===== src/rtl/uart_rx.sv =====
// UART receiver: 1 start, 8 data bits MSB-first, 1 stop, OVERSAMPLE clk cycles per bit.
// Optional UART_RX_MAJORITY_EN: 2-of-3 majority vote around mid-bit instead of a single sample.
module uart_rx #(
    parameter int OVERSAMPLE = 16
) (
    input  logic       clk,
    input  logic       rst,
    input  logic       din,
    output logic [7:0] data,
    output logic       valid,
    output logic       frame_err,
    output logic       busy
);

    localparam int CW   = $clog2(OVERSAMPLE);
    localparam int HALF = OVERSAMPLE / 2;

    localparam logic [CW-1:0] SAMPLE_PT = CW'(HALF - 1);
    localparam logic [CW-1:0] DECIDE_PT = CW'(HALF);
    localparam logic [CW-1:0] LAST_PT   = CW'(OVERSAMPLE - 1);

    typedef enum logic [2:0] {
        IDLE,
        START,
        DATA,
        STOP,
        WAIT_HIGH
    } state_t;

    state_t        state, state_n;
    logic          sync_q1, line;
    logic [CW-1:0] os_cnt;
    logic [3:0]    bit_cnt;
    logic [7:0]    shift_reg;
    logic          samp_mid;
    logic          bit_val;
    logic          decide;
    logic          start_det;
    logic          shift_en;
    logic          valid_n;
    logic          err_n;

`ifdef UART_RX_MAJORITY_EN
    localparam logic [CW-1:0] EARLY_PT = CW'(HALF - 2);
    logic samp_early;

    // Third vote is the live line value in the decision cycle itself.
    assign bit_val = (samp_early & samp_mid) | (samp_early & line) | (samp_mid & line);

    always_ff @(posedge clk) begin
        if (rst) begin
            samp_early <= 1'b1;
        end else if (os_cnt == EARLY_PT) begin
            samp_early <= line;
        end
    end
`else
    assign bit_val = samp_mid;
`endif

    assign decide = (os_cnt == DECIDE_PT);
    assign busy   = (state != IDLE);

    // Two-flop synchroniser; both preset high so reset never looks like a start edge.
    always_ff @(posedge clk) begin
        if (rst) begin
            sync_q1 <= 1'b1;
            line    <= 1'b1;
        end else begin
            sync_q1 <= din;
            line    <= sync_q1;
        end
    end

    always_ff @(posedge clk) begin
        if (rst) begin
            state <= IDLE;
        end else begin
            state <= state_n;
        end
    end

    always_comb begin
        state_n   = state;
        start_det = 1'b0;
        shift_en  = 1'b0;
        valid_n   = 1'b0;
        err_n     = 1'b0;
        case (state)
            IDLE: begin
                if (!line) begin
                    state_n   = START;
                    start_det = 1'b1;
                end
            end
            START: begin
                if (decide) begin
                    state_n = bit_val ? IDLE : DATA;
                end
            end
            DATA: begin
                if (decide) begin
                    shift_en = 1'b1;
                    if (bit_cnt == 4'd8) begin
                        state_n = STOP;
                    end
                end
            end
            STOP: begin
                // Leaving at mid-stop leaves half a bit of idle line to catch the next start.
                if (decide) begin
                    valid_n = bit_val;
                    err_n   = ~bit_val;
                    state_n = bit_val ? IDLE : WAIT_HIGH;
                end
            end
            WAIT_HIGH: begin
                if (line) begin
                    state_n = IDLE;
                end
            end
            default: state_n = IDLE;
        endcase
    end

    always_ff @(posedge clk) begin
        if (rst) begin
            os_cnt    <= '0;
            bit_cnt   <= '0;
            shift_reg <= '0;
            samp_mid  <= 1'b1;
            data      <= 8'h00;
            valid     <= 1'b0;
            frame_err <= 1'b0;
        end else begin
            valid     <= valid_n;
            frame_err <= err_n;

            if (start_det) begin
                os_cnt  <= '0;
                bit_cnt <= '0;
            end else if (state == START || state == DATA || state == STOP) begin
                if (os_cnt == LAST_PT) begin
                    os_cnt  <= '0;
                    bit_cnt <= bit_cnt + 4'd1;
                end else begin
                    os_cnt <= os_cnt + 1'b1;
                end
            end

            if (os_cnt == SAMPLE_PT) begin
                samp_mid <= line;
            end

            if (shift_en) begin
                shift_reg <= {shift_reg[6:0], bit_val};
            end

            if (valid_n) begin
                data <= shift_reg;
            end
        end
    end

endmodule


===== config.mk =====
export PLATFORM = sky130hd
export DESIGN_NAME = uart_rx
export DESIGN_NICKNAME = d
export VERILOG_FILES = /design/src/rtl/uart_rx.sv
export SDC_FILE = /design/constraint.sdc
export NUM_CORES = 1
export LEC_CHECK = 0
export BUFFER_PORTS_ARGS = -buffer_cell sky130_fd_sc_hd__buf_4
export CAP_MARGIN = 0
export CORE_MARGIN = 3
export CORE_UTILIZATION = 40
export DETAILED_ROUTE_END_ITERATION = 8
export HOLD_SLACK_MARGIN = 0.03
export PLACE_DENSITY_LB_ADDON = 0.12
export SYNTH_ARGS = -nofsm -noshare
export SYNTH_HDL_FRONTEND = slang
export SYNTH_SLANG_ARGS = --single-unit

===== constraint.sdc =====
create_clock -name clk -period 1.3 [get_ports clk]
set_input_delay 0.13 -clock clk [delete_from_list [all_inputs] [get_ports clk]]
set_output_delay 0.13 -clock clk [all_outputs]
set_load 0.1 [all_outputs]

## Yosys cells after proc, flatten, opt, wreduce, memory -nomap -nowiden

Cells that the tools add are included.

- Flip-flop bits (word level): 32
- Bits in latches: 0
- Memory bits (writable): 0
- ROM bits: 0
- Input bits: 3
- Output and inout bits: 11
- Word-level logic and storage cells: 53
- Memories: 0

- Add/sub/neg operators: 2
- Multipliers: 0
- Div/mod/pow operators: 0
- Magnitude comparators: 0
- Equal/unequal tests: 14
- Shift-type cells: 0
- Muxes and demuxes: 16
- Bitwise operators: 3
- Reduce and logical (&&, ||, !) cells: 8

Operators with widths:

| cell | count |
|---|---|
| two-way mux 3 bit | 7 |
| one-hot mux 3 bit (5 select lines) | 1 |
| equality test 4 bit, second input constant | 3 |
| inequality test 2 bit, second input constant | 6 |
| adder 4 x 1 -> 4 bit, second input constant | 2 |
| equality test 3 x 2 -> 1 bit, second input constant | 2 |
| two-way mux 1 bit | 6 |
| AND reduction 6 bit | 1 |
| equality test 4 x 3 -> 1 bit, second input constant | 1 |
| two-way mux 4 bit | 1 |
| equality test 3 x 1 -> 1 bit, second input constant | 1 |
| equality test 3 bit, second input constant | 1 |
| zero test 3 bit | 1 |
| NOT 1 bit | 3 |
| nonzero test 3 bit | 1 |
| OR reduction 3 bit | 1 |
| logical OR 1 bit | 2 |
| two-way mux 2 bit | 1 |
| AND reduction 2 bit | 1 |
| OR reduction 2 bit | 1 |

## Longest topological paths before layout

Gate-level depths: netlist of run 1.

- Word-level depth: 4
- Depth in mapped cells: 6
- Gate-level depth less buffers: 5

## Worst setup path before layout of run 1

OpenSTA, ideal clock, no wires.

- Path kind: register to register
- From: register os_cnt[0]
- To: register shift_reg[1]
- Setup time: 0.120 ns
- Arrival time: 1.271 ns
- Data required time: 1.180 ns
- Slack: -0.091 ns
- Stages on the path, launching flop included: 7
- Buffers on the path: 1
- Clock period less this slack: 1.391 ns
- Cell sequence: dfxtp_1 inv_1 ha_1 and3b_1 and3_1 buf_4 mux2i_1

- Word-level cells in the longest chain between the ends: 3

RTL lines:

| item | RTL line | source |
|---|---|---|
| start, declared | 32 | `logic [CW-1:0] os_cnt;` |
| start signal, assigned | 147 | `os_cnt <= os_cnt + 1'b1;` |
| equality test 4 bit | 61 | `assign decide = (os_cnt == DECIDE_PT);` |
| two-way mux 1 bit | 102 | `if (decide) begin` |
| two-way mux 1 bit | 89 | `case (state)` |
| end signal, assigned | 156 | `shift_reg <= {shift_reg[6:0], bit_val};` |
| end, declared | 34 | `logic [7:0] shift_reg;` |

Every way passes these cells.
A chain may end at the register's enable or synchronous reset.

## Worst setup path in the final report of run 1

- From: register state[0]
- To: output port busy

- Word-level cells in the longest chain between the ends: 1

RTL lines:

| item | RTL line | source |
|---|---|---|
| start, declared | 30 | `state_t state, state_n;` |
| start signal, assigned | 79 | `state <= state_n;` |
| nonzero test 3 bit | 62 | `assign busy = (state != IDLE);` |
| end, declared | 12 | `output logic busy` |

Every way passes these cells.

==> metrics, run 1 <==
run status finished, violations left; violated checks negative setup slack; Worst Setup Start Kind register; cell taking the most area after synthesis sky130_fd_sc_hd__dfxtp_1; dominant cells by area after synthesis sky130_fd_sc_hd__dfxtp_1, sky130_fd_sc_hd__mux2i_1, sky130_fd_sc_hd__nand2b_1; count of flip-flops with a built-in enable after synthesis 0; worst clock skew 6.34 ps; syn nets 151; chain of cells forming the critical path buf_6, or3_4, buf_12; remaining routing DRC violations 0; Clock Path Buffers 2; signal arrival time at the worst endpoint 1360 ps; final net count 184; antenna violations before repair 0; unrepaired setup endpoints after global routing yes; worst setup slack after layout -189 ps; fraction of final layout cells sized beyond drive strength 1 43.8%; non-filler cells in the finished layout 224; total routing usage reported by global routing 16.2%; sum of overflow across all layers after global routing 0; count of input and output buffers 13; fin crit share 115%; number of filler cells placed in the layout 292; Worst VDD drop 0.834 mV; worst hold path class input port to register; post-synthesis average cell area 9.90 µm²; number of standard cells after synthesis 144; clock net sink count 32; critical-path cell with the highest stage delay sky130_fd_sc_hd__or3_4; worst path buffer plus inverter count 2; top cell family by delay on the critical path simple AND/OR/NAND/NOR gates; power per cell area 1270 nW/µm²; average wire per standard cell 14.8 µm; share of the synthesized area in the top cell type 45.0%; Total Die Area 4320 µm²; Clk network pwr share 29.6%; row count 21; number of synthesized register bits 32; wire length after detailed routing 3320 µm; internal power component 1.79 mW; first-pass GRT wire length 5200 µm; area added between synthesis and finish 39.4%; number of DRC markers in iteration 0 50; vias in the first global route 1118; transition time at the pin with the least slew margin 346 ps; maximum fanout along the worst path 2; worst relative slew slack 76.7%; Net Sw Frac 28.9%; worst stage delay on the critical path 400 ps; number of iterations in the first detailed-routing pass 4; distinct cell type count of the synthesized netlist 38; synthesized cell area 1430 µm²; post-route ant nets 0; detail-routed via count per cell 5.15; clock transition time at the flip-flop clock pins of the worst setup and hold paths 100 ps; Std-Cell Core Area 3390 µm²; Skew-Pair Late Insertion Delay 340 ps; fraction of synthesis flops using an asynchronous set or reset pin 0%; P_sw 0.727 mW; leakage dissipation 0.758 nW; most common cell after layout, fill and taps aside sky130_fd_sc_hd__dfxtp_1; highest achievable clock rate 672 MHz; dpl hpwl 1920 µm; number of instances in the placed design 206; effective utilization at floorplan 42.0%; die extent in x 65.7 µm; combinational cell fraction of total power 28.8%; CTS Root Cell sky130_fd_sc_hd__clkbuf_4; setup violators final 23; worst path required time 1170 ps; max-slew violation count 0; number of max-cap violations 0; highest-count cells in the layout ignoring fill and taps sky130_fd_sc_hd__dfxtp_1, sky130_fd_sc_hd__buf_4, sky130_fd_sc_hd__nand2b_1, sky130_fd_sc_hd__mux2i_1; Sum Neg Setup Slack -1580 ps; final-report hold violation count 0; io pins 14; Vias 1153; TritonCTS clock tree done; level count of the clock H-tree 2; ANT cells 0; die boundary height 65.7 µm; post-synthesis sequential area ratio 45.0%; register share of total power 41.6%; number of buffers added by the clock tree synthesis step 5; Synth Warn # 0; routability congestion estimate from global placement 0.772; dominant synthesized flop cell sky130_fd_sc_hd__dfxtp_1; largest net degree at the start of global routing 27; min Tclk post-route 1490 ps; type of destination of the critical path output port; type of the worst setup path register to output port
[synth_stat cells (all sizes together), types with 2 or more instances]
| cell type | count |
|---|---|
| nand3b | 2 |
| nor2b | 2 |
| buf | 5 |
| or2 | 2 |
| or3 | 4 |
| o31ai | 2 |
| dfxtp | 32 |
| ha | 4 |
| o21ai | 4 |
| xnor2 | 2 |
| nor3 | 2 |
| nor2 | 5 |
| nand2b | 17 |
| clkbuf | 2 |
| inv | 6 |
| nand2 | 6 |
| and3 | 2 |
| a21oi | 7 |
| or4 | 2 |
| nand3 | 5 |
| mux2i | 16 |
[worst paths after layout]
| kind | from | to | slack, ps | cells after the start |
|---|---|---|---|---|
| max reg2reg | state[1] | bit_cnt[2] | -130 | 6 |
| min reg2reg | sync_q1 | line | 420 | 1 |
| max | state[0] | busy | -190 | 3 |
| min | rst | state[2] | 120 | 2 |
[metal layers]
layer / share of wire [%] / wire length (µm) / track usage [%] / up-vias
li1: - / - / - / 572
met1: 45 / 1500 / 21.2 / 549
met2: 49 / 1620 / 24.0 / 20
met3: 3.0 / 100 / 4.10 / 12
met4: 3.1 / 103 / 9.07 / 0
met5: 0 / 0 / 0 / -
[per-stage QoR]
step	util [%]	power, mW	hold WS (ps)	area (µm²)	worst slack (ps)
after floorplan	-	1.38	234	1460	-14.7
after global placement	48.5	1.47	318	1640	-55.1
after detailed placement	48.5	1.49	317	1640	-90.1
after CTS	54.9	2.41	114	1860	-182
after global routing	58.6	2.63	139	1990	-225
final	58.6	2.52	116	1990	-189
[cell type report]
type                       count  area, µm²  area share, %
tap                           46       57.6           2.90
clock buffer                   6       41.3           2.08
clock inverter                 2       35.0           1.76
inverter                       6       22.5           1.13
sequential                    32        653           32.9
multi-input combinational     99        885           44.5
timing repair buffer          33        293           14.7
[kinds of logic after synthesis]
logic type | after synthesis | share of synthesized area (%)
xor gates and xnor gates | 2 | 1.23
buffers and inverters | 13 | 4.21
AOI/OAI and AO/OA | 22 | 10.1
and+or+nand+nor | 54 | 24.0
muxes | 17 | 12.0
adders and majority gates | 4 | 3.51
DFF | 32 | 45.0
[power by group through the flow]
stage	clock, mW	sequential [mW]	combinational (mW)
2_1_floorplan	0	1.05	0.334
3_3_place_gp	0	1.05	0.417
6_report	0.746	1.05	0.726
5_1_grt	0.810	1.05	0.769
3_5_place_dp	0	1.06	0.435
4_1_cts	0.758	1.05	0.600
[worst register-to-register path: stages, from the launching register on]
cell and delay [ps]:
sky130_fd_sc_hd__dfxtp_2 360, sky130_fd_sc_hd__buf_4 110, sky130_fd_sc_hd__buf_6 90, sky130_fd_sc_hd__o21bai_4 60, sky130_fd_sc_hd__buf_6 140, sky130_fd_sc_hd__or4_4 480
sky130_fd_sc_hd__a21oi_2 140
[what timing repair did]
| action | in CTS | in global routing |
|---|---|---|
| endpoints found under the setup margin | 23 | 26 |
| endpoints found under the hold margin | 1 | 0 |
| gates resized for setup | 20 | 27 |
| buffers inserted | 7 | 2 |
| pin swaps | 6 | 10 |
| hold buffers | 1 | 0 |
Power figures use the tool's default switching activity.
==> run 2: changes to the inputs <==
Clock period 1.3 ns to 1.55 ns, I/O delays scaled along.
==> metrics, run 2 (synthesis results as in run 1) <==
P_sw 0.497 mW (was 0.727 mW); highest achievable clock rate 665 MHz; clock net sink count 32 (unchanged); antenna violations before repair 0 (unchanged); count of input and output buffers 13 (unchanged); worst relative slew slack 78.8% (was 76.7%); combinational cell fraction of total power 20.8% (was 28.8%); Vias 1034 (was 1153); fin crit share 97.0%; worst hold path class input port to register (unchanged); Clk network pwr share 29.7% (was 29.6%); Worst Setup Start Kind register (unchanged); TritonCTS clock tree done (unchanged); cell area after placement 1580 µm² (was 1640 µm²); register share of total power 49.5% (was 41.6%); Skew-Pair Late Insertion Delay 330 ps (was 340 ps); internal power component 1.26 mW (was 1.79 mW); area added between synthesis and finish 19.9% (was 39.4%); type of destination of the critical path output port (unchanged); signal arrival time at the worst endpoint 1350 ps (was 1360 ps); most common cell after layout, fill and taps aside sky130_fd_sc_hd__dfxtp_1 (unchanged); type of the worst setup path register to output port (unchanged); worst clock skew 5.24 ps (was 6.34 ps); average wire per standard cell 12.5 µm (was 14.8 µm); setup violators final 0 (was 23); Net Sw Frac 28.2% (was 28.9%); number of iterations in the first detailed-routing pass 4 (unchanged); total routing usage reported by global routing 13.9% (was 16.2%); post-route ant nets 0 (unchanged); Clock Path Buffers 2 (unchanged); level count of the clock H-tree 2 (unchanged); leakage dissipation 0.664 nW (was 0.758 nW); dpl hpwl 1760 µm (was 1920 µm); final net count 172 (was 184); transition time at the pin with the least slew margin 310 ps (was 346 ps); highest-count cells in the layout ignoring fill and taps sky130_fd_sc_hd__dfxtp_1, sky130_fd_sc_hd__nand2b_1, sky130_fd_sc_hd__mux2i_1, sky130_fd_sc_hd__buf_4, sky130_fd_sc_hd__a21oi_1 (was sky130_fd_sc_hd__dfxtp_1, sky130_fd_sc_hd__buf_4, sky130_fd_sc_hd__nand2b_1, sky130_fd_sc_hd__mux2i_1); final-layout worst hold slack 151 ps (was 116 ps); unrepaired setup endpoints after global routing no (was yes); first-pass GRT wire length 4560 µm (was 5200 µm); vias in the first global route 1007 (was 1118); number of buffers added by the clock tree synthesis step 5 (unchanged); row count 21 (unchanged); fraction of final layout cells sized beyond drive strength 1 24.8% (was 43.8%); clock transition time at the flip-flop clock pins of the worst setup and hold paths 90 ps (was 100 ps); Std-Cell Core Area 3390 µm² (unchanged); Worst VDD drop 0.425 mV (was 0.834 mV); max-slew violation count 0 (unchanged); effective utilization at floorplan 42.0% (unchanged); detail-routed via count per cell 4.90 (was 5.15); CTS Root Cell sky130_fd_sc_hd__clkbuf_4 (unchanged); number of max-cap violations 0 (unchanged); final total power 1.76 mW (was 2.52 mW); largest net degree at the start of global routing 27 (unchanged); Total Die Area 4320 µm² (unchanged); wire length after detailed routing 2630 µm (was 3320 µm); ANT cells 0 (unchanged); die extent in x 65.7 µm (unchanged); number of DRC markers in iteration 0 55 (was 50); die boundary height 65.7 µm (unchanged); power per cell area 1030 nW/µm² (was 1270 nW/µm²); remaining routing DRC violations 0 (unchanged); run status finished, final reports clean (was finished, violations left); final design area excluding fillers 1710 µm² (was 1990 µm²); final-report hold violation count 0 (unchanged); sum of overflow across all layers after global routing 0 (unchanged); maximum fanout along the worst path 5 (was 2); worst path required time 1390 ps (was 1170 ps); io pins 14 (unchanged); min Tclk post-route 1500 ps; routability congestion estimate from global placement 0.754 (was 0.772); utilization after layout 50.4% (was 58.6%)
[run 2: area by class of cell]
type / count / area (µm²)
Tap cell: 46 / 57.6
Inverter: 6 / 22.5
Fill cell: 329 / 1680
Multi-Input combinational cell: 99 / 733
Clock buffer: 7 / 65.1
Timing Repair Buffer: 21 / 184
Sequential cell: 32 / 647
[run 2: path summary, 6_finish.rpt]
check / depth (start not counted) / startpoint / end / slack (ps)
setup / recovery: 3 / state[1] / busy / 50
hold reg to reg: 1 / sync_q1 / line / 410
hold / removal: 2 / rst / state[2] / 150
setup reg to reg: 4 / os_cnt[0] / bit_cnt[3] / 80
[run 2: per-layer routing]
layer  vias up  global-route usage (%)  part of all wire [%]
met3         8                    4.10                   3.5
met1       466                    19.1                    54
met2        15                    19.5                    41
met4         0                    6.99                   2.1
li1        545                       -                     -
met5         -                       0                     0
[run 2: repair_timing]
item                                   in CTS  in global routing
hold buffers                                1                  0
pin swaps                                   1                  1
setup endpoints to repair                   9                 15
gates resized for setup                     7                  7
buffers inserted                            0                  2
endpoints found under the hold margin       1                  0
[run 2: worst max-delay path, stage by stage (launching register included)]
cell                      delay, ps
sky130_fd_sc_hd__dfxtp_2        340
sky130_fd_sc_hd__buf_6          120
sky130_fd_sc_hd__or3_4          390
sky130_fd_sc_hd__buf_12         170
[run 2: power by group through the flow]
stage	clock (mW)	combinational, mW	sequential, mW
final	0.522	0.367	0.872
after global routing	0.579	0.392	0.875
after CTS	0.543	0.362	0.865
after detailed placement	0	0.318	0.884
after global placement	0	0.315	0.882
after floorplan	0	0.258	0.876
[run 2: through the flow]
| step | setup TNS, ps | cells | worst slack [ps] |
|---|---|---|---|
| global route | 0 | 211 | 7.18 |
| finish | 0 | 211 | 46.7 |
| detailed placement | 0 | 201 | 9.61 |
| CTS | -9.52 | 209 | -9.52 |
| floorplan | 0 | 144 | 159 |
| global placement | 0 | 201 | 57.8 |
==> run 3: changes to the inputs <==
Settings changed: ABC_AREA from default to 1, TNS_END_PERCENT from default to 1.
==> metrics, run 3 <==
run status finished, final reports clean (unchanged); synthesized cell area 1330 µm² (was 1430 µm²); Skew-Pair Late Insertion Delay 330 ps (about the same); die extent in x 63.6 µm (was 65.7 µm); distinct cell type count of the synthesized netlist 26 (was 38); clock net sink count 32 (unchanged); area added between synthesis and finish 21.4% (was 19.9%); most common cell after layout, fill and taps aside sky130_fd_sc_hd__nor2_1 (was sky130_fd_sc_hd__dfxtp_1); max-slew violation count 0 (unchanged); count of flip-flops with a built-in enable after synthesis 0 (unchanged); vias in the first global route 1023 (was 1007); dpl hpwl 1730 µm (was 1760 µm); Std-Cell Core Area 3100 µm² (was 3390 µm²); detail-routed via count per cell 4.81 (was 4.90); leakage dissipation 0.680 nW (was 0.664 nW); critical-path cell with the highest stage delay sky130_fd_sc_hd__dfxtp_1 (was sky130_fd_sc_hd__or3_4); number of synthesized register bits 32 (unchanged); Worst VDD drop 1.43 mV (was 0.425 mV); level count of the clock H-tree 2 (unchanged); post-route ant nets 0 (unchanged); io pins 14 (unchanged); maximum fanout along the worst path 8 (was 5); Worst Setup Start Kind register (unchanged); most numerous cell in the Yosys netlist sky130_fd_sc_hd__nor2_1 (was sky130_fd_sc_hd__dfxtp_1); type of the worst setup path register to register (was register to output port); signal arrival time at the worst endpoint 1690 ps (was 1350 ps); transition time at the pin with the least slew margin 458 ps (was 310 ps); power per cell area 1420 nW/µm² (was 1030 nW/µm²); setup violators final 0 (unchanged); number of max-cap violations 0 (unchanged); cell area after placement 1500 µm² (was 1580 µm²); fin crit share 93.9% (was 97.0%); worst hold path class register to register (was input port to register); Sum Neg Setup Slack 0 ps (unchanged); min Tclk post-route 1460 ps (was 1500 ps); worst setup slack after layout 95.0 ps (was 46.7 ps); number of standard cells after synthesis 167 (was 144); worst clock skew 8.25 ps (was 5.24 ps); CTS Root Cell sky130_fd_sc_hd__clkbuf_4 (unchanged); count of input and output buffers 13 (unchanged); average wire per standard cell 10.4 µm (was 12.5 µm); Synth Warn # 0 (unchanged); TritonCTS clock tree done (unchanged); type of destination of the critical path register (was output port); antenna violations before repair 0 (unchanged); effective utilization at floorplan 42.7% (was 42.0%); wire length after detailed routing 2470 µm (was 2630 µm); share of the synthesized area in the top cell type 48.3% (was 45.0%); row count 20 (was 21); die boundary height 63.6 µm (was 65.7 µm); routability congestion estimate from global placement 0.859 (was 0.754); syn nets 174 (was 151); Vias 1140 (was 1034); number of filler cells placed in the layout 316 (was 329); number of DRC markers in iteration 0 56 (was 55); commonest cells in the synthesized netlist sky130_fd_sc_hd__nor2_1, sky130_fd_sc_hd__dfxtp_1, sky130_fd_sc_hd__o21ai_0 (was sky130_fd_sc_hd__dfxtp_1, sky130_fd_sc_hd__nand2b_1, sky130_fd_sc_hd__mux2i_1); remaining routing DRC violations 0 (unchanged); worst relative slew slack 69.4% (was 78.8%); GR Layer Usage met1 16.8% (was 19.1%); post-synthesis sequential area ratio 48.3% (was 45.0%); post-synthesis average cell area 7.93 µm² (was 9.90 µm²); clock transition time at the flip-flop clock pins of the worst setup and hold paths 100 ps (was 90 ps); number of buffers added by the clock tree synthesis step 5 (unchanged); final design area excluding fillers 1610 µm² (was 1710 µm²); Total Die Area 4040 µm² (was 4320 µm²); worst path required time 1790 ps (was 1390 ps); first-pass GRT wire length 4350 µm (was 4560 µm); number of iterations in the first detailed-routing pass 4 (unchanged); chain of cells forming the critical path inv_1, ha_1, nand3_2, nand3b_1, buf_4, o21ai_0, nor2_1 (was buf_6, or3_4, buf_12); highest achievable clock rate 687 MHz (was 665 MHz); final net count 199 (was 172); global routing usage on met3 5.35% (was 4.10%); final-report hold violation count 0 (unchanged); dominant synthesized flop cell sky130_fd_sc_hd__dfxtp_1 (unchanged); sum of overflow across all layers after global routing 0 (unchanged); Top Usage Layer GRT met2 (unchanged); cell taking the most area after synthesis sky130_fd_sc_hd__dfxtp_1 (unchanged); fraction of met2 tracks used by global routing 21.4% (was 19.5%); worst stage delay on the critical path 340 ps (was 390 ps); fraction of final layout cells sized beyond drive strength 1 21.2% (was 24.8%); total routing usage reported by global routing 13.8% (was 13.9%); final-layout worst hold slack 425 ps (was 151 ps); Clock Path Buffers 2 (unchanged); highest-count cells in the layout ignoring fill and taps sky130_fd_sc_hd__nor2_1, sky130_fd_sc_hd__dfxtp_1, sky130_fd_sc_hd__nand2_1, sky130_fd_sc_hd__buf_4, sky130_fd_sc_hd__o21ai_0 (was sky130_fd_sc_hd__dfxtp_1, sky130_fd_sc_hd__nand2b_1, sky130_fd_sc_hd__mux2i_1, sky130_fd_sc_hd__buf_4, sky130_fd_sc_hd__a21oi_1); unrepaired setup endpoints after global routing no (unchanged); ANT cells 0 (unchanged); dominant cells by area after synthesis sky130_fd_sc_hd__dfxtp_1, sky130_fd_sc_hd__nor2_1, sky130_fd_sc_hd__o21ai_0 (was sky130_fd_sc_hd__dfxtp_1, sky130_fd_sc_hd__mux2i_1, sky130_fd_sc_hd__nand2b_1); worst slack after detailed placement 15.5 ps (was 9.61 ps); fraction of synthesis flops using an asynchronous set or reset pin 0% (unchanged); largest net degree at the start of global routing 20 (was 27)
[run 3: changes by cell type in the layout (fill, tap and decap cells not counted), moves of 4 or more]
cell                       before  now
sky130_fd_sc_hd__nor2_1         5   36
sky130_fd_sc_hd__nand2b_1      17    0
sky130_fd_sc_hd__inv_1          6   13
sky130_fd_sc_hd__dfxtp_1       27   31
sky130_fd_sc_hd__o21ai_1        0    7
sky130_fd_sc_hd__dfxtp_2        5    1
sky130_fd_sc_hd__o21ai_0        4   15
sky130_fd_sc_hd__mux2i_1       16    0
sky130_fd_sc_hd__nand2_1        6   18
[run 3: final timing paths]
path,from,cells after the start,to,slack (ps)
setup / recovery,os_cnt[0],7,data[7],90
hold reg to reg,sync_q1,1,line,430
hold / removal,sync_q1,1,line,430
setup reg to reg,os_cnt[0],7,data[7],90
[run 3: logic make-up (layout without fill, tap and decap cells)]
group | count (synthesis) | count (layout) | share of synthesized area (%)
adders and majority gates | 4 | 4 | 3.78
xor gates and xnor gates | 1 | 1 | 0.661
buffers and inverters | 16 | 42 | 4.53
AOI/OAI and AO/OA | 36 | 36 | 14.9
and+or+nand+nor | 78 | 78 | 27.8
DFF | 32 | 32 | 48.3
[run 3: metrics by stage]
step           utilization (%)  power [mW]  cells
2_1_floorplan                -        1.54    167
3_3_place_gp              48.2        1.66    226
3_5_place_dp              48.2        1.67    226
4_1_cts                   51.5        2.31    236
5_1_grt                   51.9        2.45    237
6_report                  51.9        2.29    237
[run 3: final cells by class]
class / count / area (µm²) / area share [%]
Clock inverter: 3 / 42.5 / 2.64
Multi-Input combinational cell: 119 / 628 / 39.0
Tap cell: 44 / 55.1 / 3.42
Inverter: 15 / 56.3 / 3.50
Timing Repair Buffer: 19 / 148 / 9.18
Sequential cell: 32 / 642 / 39.9
Clock buffer: 5 / 37.5 / 2.33
[run 3: power breakdown]
group / leakage, nW / total [mW] / switching [mW] / internal (mW)
combinational: 0.379 / 0.693 / 0.494 / 0.199
clock: 0.0412 / 0.622 / 0.286 / 0.336
sequential: 0.259 / 0.970 / 0.0860 / 0.884
[run 3: timing repair]
item	4_1_cts	5_1_grt
hold buffers	2	0
setup buffers	0	1
resized for setup	0	8
setup endpoints to repair	0	10
endpoints found under the hold margin	3	0
[run 3: metal layers]
metal	share of wire, %	up-vias
met5	0	-
met4	1.8	0
met3	5.2	5
met2	43	23
met1	49	514
li1	-	598
[run 3: critical path: cells and delay by family (launching register included)]
family                   cells  cell delay [ps]
AND/OR/NAND/NOR              3              450
flip-flops                   1              340
buffers and inverters        2              260
adder cells (fa/ha/maj)      1              160
AO/OA/AOI/OAI                1              160
